$ cat src/rtl/svm_stage_engine.sv
// svm_stage_engine: single-stage SVM classifier with linear kernel accumulation.
// Pixels stream in one beat per cycle. Each beat feeds NUM_OF_SV parallel
// multiply-accumulate channels. A serial reduce chain then weights each kernel
// sum by its alpha and adds it to the bias, one channel per cycle.
// Optional feature: define SVM_MARGIN_EN to build the |score| >= MARGIN
// confidence comparator. Without it, confident is tied high outside reset.
module svm_stage_engine #(
  parameter int XLEN_PIXEL    = 8,
  parameter int NUM_OF_PIXELS = 30,
  parameter int NUM_OF_SV     = 10,
  parameter int ALPHA_W       = 16,
  parameter int MARGIN        = 0
) (
  input  logic                                   clk,
  input  logic                                   rst,
  input  logic                                   start,
  input  logic                                   pix_valid,
  output logic                                   pix_ready,
  input  logic [XLEN_PIXEL-1:0]                  x_test,
  input  logic [NUM_OF_SV*XLEN_PIXEL-1:0]        x_sv,
  input  logic [NUM_OF_SV*ALPHA_W-1:0]           alpha,
  input  logic signed [ALPHA_W-1:0]              bias,
  output logic                                   busy,
  output logic                                   done,
  output logic                                   y_class,
  output logic signed [4*XLEN_PIXEL+ALPHA_W+$clog2(NUM_OF_SV):0] score,
  output logic                                   confident
);

  localparam int ACC_W   = 4 * XLEN_PIXEL;
  localparam int SCORE_W = 4 * XLEN_PIXEL + ALPHA_W + $clog2(NUM_OF_SV) + 1;
  // One channel product: zero-extended kernel sum times signed alpha.
  localparam int PROD_W  = ACC_W + 1 + ALPHA_W;
  localparam int CNT_W   = $clog2(NUM_OF_PIXELS + 1);
  localparam int CH_W    = (NUM_OF_SV > 1) ? $clog2(NUM_OF_SV) : 1;

  typedef enum logic [1:0] {IDLE, MAC, REDUCE, DONE} state_t;

  state_t                     state_reg;
  logic [ACC_W-1:0]           acc_reg [NUM_OF_SV];
  logic [CNT_W-1:0]           pix_cnt_reg;
  logic [CH_W-1:0]            ch_reg;
  logic signed [SCORE_W-1:0]  sum_reg;
  logic signed [SCORE_W-1:0]  score_reg;

  logic [XLEN_PIXEL-1:0]      sv_pix   [NUM_OF_SV];
  logic signed [ALPHA_W-1:0]  alpha_ch [NUM_OF_SV];
  logic [2*XLEN_PIXEL-1:0]    prod     [NUM_OF_SV];

  // Unpack the per-channel buses and form the pixel products in parallel.
  generate
    for (genvar gi = 0; gi < NUM_OF_SV; gi++) begin : g_ch
      assign sv_pix[gi]   = x_sv[gi*XLEN_PIXEL +: XLEN_PIXEL];
      assign alpha_ch[gi] = alpha[gi*ALPHA_W +: ALPHA_W];
      assign prod[gi]     = {{XLEN_PIXEL{1'b0}}, x_test} * {{XLEN_PIXEL{1'b0}}, sv_pix[gi]};
    end
  endgenerate

  logic                       accept;
  logic                       beat_last;
  logic signed [ALPHA_W-1:0]  alpha_sel;
  logic signed [PROD_W-1:0]   acc_s;
  logic signed [PROD_W-1:0]   alpha_s;
  logic signed [PROD_W-1:0]   term;
  logic signed [SCORE_W-1:0]  sum_next;

  assign accept    = pix_valid && pix_ready;
  assign beat_last = accept && (pix_cnt_reg == CNT_W'(NUM_OF_PIXELS - 1));

  // Reduce datapath: the tail of the accumulator chain times the matching alpha.
  always_comb begin
    alpha_sel = alpha_ch[ch_reg];
    acc_s     = PROD_W'($signed({1'b0, acc_reg[NUM_OF_SV-1]}));
    alpha_s   = PROD_W'(alpha_sel);
    term      = acc_s * alpha_s;
    sum_next  = sum_reg + SCORE_W'(term);
  end

  // Control FSM, kernel accumulators, reduce chain and result register.
  always_ff @(posedge clk) begin
    if (!rst) begin
      state_reg   <= IDLE;
      pix_cnt_reg <= '0;
      ch_reg      <= '0;
      sum_reg     <= '0;
      score_reg   <= '0;
      for (int i = 0; i < NUM_OF_SV; i++) acc_reg[i] <= '0;
    end else begin
      case (state_reg)
        IDLE: begin
          if (start) begin
            state_reg   <= MAC;
            pix_cnt_reg <= '0;
            for (int i = 0; i < NUM_OF_SV; i++) acc_reg[i] <= '0;
          end
        end
        MAC: begin
          if (accept) begin
            for (int i = 0; i < NUM_OF_SV; i++) acc_reg[i] <= acc_reg[i] + ACC_W'(prod[i]);
            pix_cnt_reg <= pix_cnt_reg + 1'b1;
            if (beat_last) begin
              state_reg <= REDUCE;
              sum_reg   <= SCORE_W'(bias);
              ch_reg    <= CH_W'(NUM_OF_SV - 1);
            end
          end
        end
        REDUCE: begin
          for (int i = 1; i < NUM_OF_SV; i++) acc_reg[i] <= acc_reg[i-1];
          acc_reg[0] <= '0;
          sum_reg    <= sum_next;
          ch_reg     <= ch_reg - 1'b1;
          if (ch_reg == '0) begin
            state_reg <= DONE;
            score_reg <= sum_next;
          end
        end
        default: begin
          state_reg <= IDLE;
        end
      endcase
    end
  end

  // Status outputs are forced low while reset is held.
  assign pix_ready = rst && (state_reg == MAC);
  assign busy      = rst && (state_reg != IDLE);
  assign done      = rst && (state_reg == DONE);
  assign y_class   = rst && !score_reg[SCORE_W-1];
  assign score     = score_reg;

`ifdef SVM_MARGIN_EN
  logic [SCORE_W-1:0] score_mag;
  assign score_mag = score_reg[SCORE_W-1] ? -score_reg : score_reg;
  assign confident = rst && (score_mag >= SCORE_W'(MARGIN));
`else
  // Always confident; MARGIN is referenced only to keep it a live parameter.
  assign confident = rst && (MARGIN >= 0 || MARGIN < 0);
`endif

endmodule

$ cat config.mk
export PLATFORM = sky130hd
export DESIGN_NAME = svm_stage_engine
export DESIGN_NICKNAME = d
export VERILOG_FILES = /design/src/rtl/svm_stage_engine.sv
export SDC_FILE = /design/constraint.sdc
export NUM_CORES = 2
export LEC_CHECK = 0
export BUFFER_PORTS_ARGS = -buffer_cell sky130_fd_sc_hd__buf_2
export CORE_MARGIN = 4
export CORE_UTILIZATION = 30
export CTS_BUF_LIST = sky130_fd_sc_hd__clkbuf_4 sky130_fd_sc_hd__clkbuf_8 sky130_fd_sc_hd__clkbuf_16
export DETAILED_ROUTE_END_ITERATION = 10
export GPL_TIMING_DRIVEN = 0
export PLACE_DENSITY = 0.55
export SLEW_MARGIN = 30
export SYNTH_ARGS = -nofsm -noshare
export SYNTH_HDL_FRONTEND = slang
export SYNTH_SLANG_ARGS = --single-unit
$ cat constraint.sdc
create_clock -name clk -period 11.4 [get_ports clk]
set_clock_uncertainty 0.2 [all_clocks]
set_input_delay 0.57 -clock clk [delete_from_list [all_inputs] [get_ports clk]]
set_output_delay 0.57 -clock clk [all_outputs]
set_load 0.02 [all_outputs]
== After elaboration in Yosys (flattened, before gate mapping) ==
Memories as Yosys holds them, arrays and structs flattened.
Index checks and enable logic that the tools add are counted.

* Flip-flop bits (word level): 117
* Bits in writable memories: 320
* Input bits: 268
* Output and inout bits: 58
* Logic and storage cells: 145
* Memories kept: 1

{| class="wikitable"
|+ Memory list
! name !! depth !! width !! read ports !! clocked after memory_dff !! wr ports !! line !! text
|-
| acc_reg || 10 || 32 || 10 || 0 || 10 || 40 || <nowiki>logic [ACC_W-1:0] acc_reg [NUM_OF_SV];</nowiki>
|}

* Add/subtract/negate cells: 13
* Multiply operators: 11
* $lt $le $gt $ge: 1
* Equality and inequality tests: 8
* Multiplexer cells: 59
* Bitwise operators: 31
* Reductions and logical operators: 16

{| class="wikitable"
|+ Operators with widths
! cell !! count
|-
| $mux W32 || 30
|-
| $add A32 B16 Y32 || 10
|-
| $mul A8 B8 Y16 || 10
|-
| $mux W53 || 2
|-
| $pmux W53 S2 || 1
|-
| $bmux W16 S4 || 1
|-
| $add A53 B49 Y53 || 1
|-
| $mul A33 B16 Y49 || 1
|-
| $mux W16 || 2
|-
| $or A1 B1 Y1 || 30
|-
| $mux W1 || 12
|-
| $mux W5 || 2
|-
| $pmux W5 S2 || 1
|-
| $mux W2 || 4
|-
| $mux W4 || 2
|-
| $ne A2 B2 Y1 const B || 4
|-
| $pmux W4 S2 || 1
|-
| $logic_and A1 B1 Y1 || 6
|-
| $pmux W2 S3 || 1
|-
| $reduce_and A3 Y1 || 2
|-
| $reduce_bool A2 Y1 || 3
|-
| $add A5 B1 Y5 const B || 1
|-
| $eq A5 B5 Y1 const B || 1
|-
| $ge A5 B5 Y1 const B || 1
|-
| 9 further kinds || 10
|}

== Depth between registers and ports, before layout ==
* Depth after elaboration: 9
* Gate-level depth with buffers: 30
* Gate-level depth less buffers: 26

== Worst setup path before layout ==
Ideal clock, no wire load.

* Path type: in2reg
* From: input port rst
* To: memory acc_reg[0][0] in the netlist's numbering, enable pin
* Library setup time: 3.467 ns
* Arrival time: 8.622 ns
* Data required time: 7.733 ns
* Path slack: -0.889 ns
* Cell stages on the path: 2
* Buffers on the path: 1
* Path through: clkbuf_1 -> nand4_1

{| class="wikitable"
|+ RTL lines
! what !! line !! text
|-
| start, declared || 15 || <nowiki>input logic rst,</nowiki>
|-
| end, declared || 40 ||
|}

== Final worst setup path ==
* From: register ch_reg[1]
* To: register score_reg[33], in the netlist score[33]

* Cells in the longest elaborated chain, start to end: 6
* Elaborated cells on any way between the ends: 8
* Those cells by class: add/sub (1); mul (1); mux (3); bitwise (1); reduce/logical (2)

{| class="wikitable"
|+ RTL lines
! what !! line !! text
|-
| start, declared || 42 || <nowiki>logic [CH_W-1:0] ch_reg;</nowiki>
|-
| start signal, assigned || 104 || <nowiki>ch_reg <= CH_W'(NUM_OF_SV - 1);</nowiki>
|-
| start signal, assigned || 112 || <nowiki>ch_reg <= ch_reg - 1'b1;</nowiki>
|-
| $not A4 Y5 (implied by the code) || 72 || <nowiki>alpha_sel = alpha_ch[ch_reg];</nowiki>
|-
| $bmux W16 S4 || 72 ||
|-
| $mux W16 (implied by the code) (2 in series) || 72 ||
|-
| $mul A33 B16 Y49 || 75 || <nowiki>term = acc_s * alpha_s;</nowiki>
|-
| $add A53 B49 Y53 || 76 || <nowiki>sum_next = sum_reg + SCORE_W'(term);</nowiki>
|-
| end signal, assigned || 115 || <nowiki>score_reg <= sum_next;</nowiki>
|-
| end, declared || 44 || <nowiki>logic signed [SCORE_W-1:0] score_reg;</nowiki>
|}

Several ways; a longest one is shown, not always the timed one. The select of a mux whose other input is x is not followed.
A chain may end at the register's enable or synchronous reset.

==> flow_metrics.py <==
metrics = {
    "critical_path": {
        "crit_buf_inv": 10,
        "cp-start-kind": "flip-flop",
        "worstPathArrival_ns": 10.31,
        "r2r_start": "ch_reg[1]$_SDFFE_PN0P_",
        "cp-end-kind": "flip-flop",
        "path_depth": 30,
        "reg2reg_slack_ns": 1.52,
        "crit_slowest_cell": "o22ai_2",
        "ff2ff_path_depth": 30,
        "r2r_end": "score[33]$_SDFFE_PN0P_",
        "criticalPathCategory": "reg -> reg",
        "critPathTopFamily": "adder cells",
        "crit_top_cell": "fa_1",
        "cp_max_fo": 10,
        "cp.required_ns": 11.83,
        "slowest_delay_ns": 0.69,
    },
    "final_layout": {
        "area_growth_pct": 12.0,
        "largest_register_ff_count": 320,
        "final_cell_area_sq_mm": 0.0732,
        "fill_cells": 22500,
        "nets": 9487,
        "drive_gt1_share_pct": 7.98,
    },
    "sta": {
        "setup_violations": 0,
        "rsz0062_at_grt": "no",
        "timing.slew.headroom_pct": 30.3,
        "period_minus_slack_ns": 9.88,
        "period_share_pct": 86.6,
        "hold_violations": 0,
        "tightest_slew_ns": 1.04,
        "slew_viol_final": 0,
        "fin_ws_ns": 1.52,
        "timing.fmax_ghz": 0.101,
    },
    "routing": {
        "antenna_left": 0,
        "vias": 52700,
        "initialDrtViolationCount": 4057,
        "wl_met1_um": 97700,
        "wl_um": 229000,
        "wire_per_inst_um": 21.6,
        "via_per_inst": 4.97,
        "dr.pass1.iters": 6,
        "dr_wl_met3_um": 15500,
        "wl_met2_um": 105000,
        "drc": 0,
        "routed.top_layer": "met5",
    },
    "clock_tree": {
        "clock_sinks": 437,
        "tritoncts": "done",
        "numCtsBuffers": 56,
        "clk-insertion-delay-late_ns": 0.72,
        "cts-root-buf": "clkbuf_16",
        "cts_buffer_depth": 3,
        "path_clk_slew_ns": 0.07,
        "cts_resized": 0,
        "htreeDepth": 2,
    },
    "logic_synthesis": {
        "synth_edf_count": 320,
        "async_flop_share_pct": 0,
        "syn_nets": 9080,
        "avgSynthCellArea_sq_um": 8.99,
        "yosysWarnings": 0,
        "ys_types": 95,
        "syn_inst": 7266,
        "ys_seq_area_share_pct": 18.3,
        "synth.ff_latch_count": 437,
        "synthFlopType": "edfxtp_1",
        "synthesis.area_sq_mm": 0.0654,
    },
    "floorplanning": {
        "pin_count": 326,
        "dieHeight_um": 475,
        "placeableCoreArea_sq_mm": 0.217,
        "die_x_um": 475,
        "start_util_pct": 30.1,
        "die-area_sq_mm": 0.225,
        "row_count": 171,
    },
    "min_path": {
        "hp-start": "bias[4]",
        "hold-path-endpoint": "sum_reg[4]$_SDFFE_PN0P_",
        "hold_path_depth": 5,
        "hold_path.class": "in -> reg",
    },
    "grt": {
        "grt_usage_pct": 20.2,
        "grt_pass1_vias": 54700,
        "grt_start_max_net_pins": 19,
        "grt_overflow_total": 0,
        "grt_pass1_wl_um": 345000,
        "antenna_found_initial": 40,
    },
    "placed_design": {
        "port_buffers": 297,
        "place_area_sq_mm": 0.0710,
        "pre_cts_slack_ns": 1.72,
        "gp_congestion": 0.941,
        "dp_hpwl_um": 188000,
    },
    "outcome": {
        "status": "complete, no violations",
    },
    "run": {
        "cap_violations": 0,
    },
}
per-layer routing:
| layer | GRT usage [%] | vias to the layer above |
|---|---|---|
| met1 | 27.0 | 26500 |
| li1 | - | 23900 |
| met4 | 7.98 | 10 |
| met3 | 3.14 | 390 |
| met2 | 32.7 | 1877 |
| met5 | 0 | - |
synthesized netlist by cell type (5+ instances only):
| master | instances | area share [%] |
|---|---|---|
| mux4_2 | 32 | 1.1 |
| o22ai_1 | 21 | 0.20 |
| edfxtp_1 | 320 | 15 |
| clkbuf_1 | 279 | 1.6 |
| and3_1 | 56 | 0.54 |
| a211o_1 | 12 | 0.16 |
| fa_1 | 967 | 30 |
| a22o_1 | 54 | 0.72 |
| nand2_1 | 1103 | 6.3 |
| nand3_1 | 101 | 0.77 |
| nor2_1 | 207 | 1.2 |
| nand4_1 | 60 | 0.57 |
| o21ai_0 | 337 | 2.6 |
| o21a_1 | 20 | 0.23 |
| and2_1 | 485 | 4.6 |
| inv_1 | 1401 | 8.0 |
| o211ai_1 | 18 | 0.21 |
| or3_1 | 36 | 0.34 |
| xor2_1 | 141 | 1.9 |
| mux2i_1 | 49 | 0.75 |
| o31ai_1 | 13 | 0.15 |
| nor3_1 | 88 | 0.67 |
| buf_6 | 5 | 0.086 |
| buf_2 | 18 | 0.14 |
| ha_1 | 579 | 11 |
| nor3b_1 | 13 | 0.15 |
| or4_1 | 5 | 0.057 |
| o221a_2 | 8 | 0.14 |
| or2_2 | 20 | 0.19 |
| o221ai_1 | 6 | 0.080 |
| a311o_1 | 5 | 0.077 |
| xnor2_1 | 134 | 1.8 |
| nor2b_1 | 14 | 0.13 |
| nand2b_1 | 15 | 0.14 |
| buf_1 | 29 | 0.17 |
| a31o_2 | 5 | 0.067 |
| a211oi_1 | 27 | 0.31 |
| nor4b_1 | 6 | 0.080 |
| a22oi_1 | 6 | 0.069 |
| a21o_1 | 66 | 0.76 |
| o21ai_1 | 16 | 0.12 |
| a21oi_1 | 227 | 1.7 |
| a31oi_1 | 23 | 0.22 |
| dfxtp_1 | 117 | 3.6 |
| o21bai_1 | 36 | 0.41 |
cells in the final DEF, fill, tap and decap left out, types with 141 or more instances in the layout:
master / synthesis / final
nand2_1: 1103 / 1102
nor2_1: 207 / 205
edfxtp_1: 320 / 320
xor2_1: 141 / 141
clkbuf_1: 279 / 246
buf_2: 18 / 314
and2_1: 485 / 485
a21oi_1: 227 / 226
ha_1: 579 / 576
inv_1: 1401 / 1400
o21ai_0: 337 / 337
fa_1: 967 / 967
metrics by stage:
step | hold slack [ns] | setup TNS [ns] | instances | utilization, %
floorplan | 0.267 | -218.56 | 7266 | -
global placement | 0.242 | -2358.25 | 10400 | 32.5
detailed placement | 0.245 | 0 | 10500 | 32.7
CTS | 0.0994 | 0 | 10600 | 33.7
global route | 0.165 | 0 | 10600 | 33.7
finish | 0.145 | 0 | 10600 | 33.7
layout make-up:
type                    instances  area (sq um)  area share, %
flip-flops and latches        437         12000           16.3
well taps                    2854          3570           4.88
clock inverters                46           614          0.839
repair buffers                349          2030           2.77
plain buffers                 337          1410           1.92
diodes                         22          55.1         0.0752
multi-input cells            5089         46900           64.0
inverters                    1403          5270           7.20
clock buffers                  59          1420           1.95
worst max-delay path by stage:
stage / startpoint / end / slack, ns
2_1_floorplan: state_reg[0]$_SDFFE_PN0P_ / acc_reg[0][0]$_SDFFCE_PP0P_ / -0.76
3_3_place_gp: rst / acc_reg[0][284]$_SDFFCE_PN0P_ / -8.27
3_5_place_dp: ch_reg[1]$_SDFFE_PN0P_ / score[33]$_SDFFE_PN0P_ / 1.72
4_1_cts: ch_reg[1]$_SDFFE_PN0P_ / score[33]$_SDFFE_PN0P_ / 1.71
5_1_grt: ch_reg[1]$_SDFFE_PN0P_ / score[33]$_SDFFE_PN0P_ / 1.24
6_report: ch_reg[1]$_SDFFE_PN0P_ / score[33]$_SDFFE_PN0P_ / 1.52
tightest hold or removal path, cell delays in order:
cell	delay (ns)
buf_2	0.11
nor2_1	0.05
a21oi_1	0.12
mux2i_1	0.09
nor2_1	0.09
kinds of logic (layout without fill, tap and decap cells):
kind of cell             count (synthesis)  count (layout)  synth area share, %
AND/OR/NAND/NOR                       2232            2232                 16.2
multiplexers                            84              84                 1.90
other                                    0              22                    0
adder cells (fa/ha/maj)               1546            1546                 40.7
flip-flops                             437             437                 18.3
AO/OA/AOI/OAI                          952             952                 9.13
XOR/XNOR                               275             275                 3.69
buffers and inverters                 1740            2194                 10.1
repair_timing:
item / 4_1_cts / 5_1_grt
hold endpoints to repair: 14 / 0
hold buffers: 14 / 0
buffers inserted: 0 / 0
Power is not shown: default switching activity piles up to over one toggle a cycle in this logic, so the estimate is an artifact.
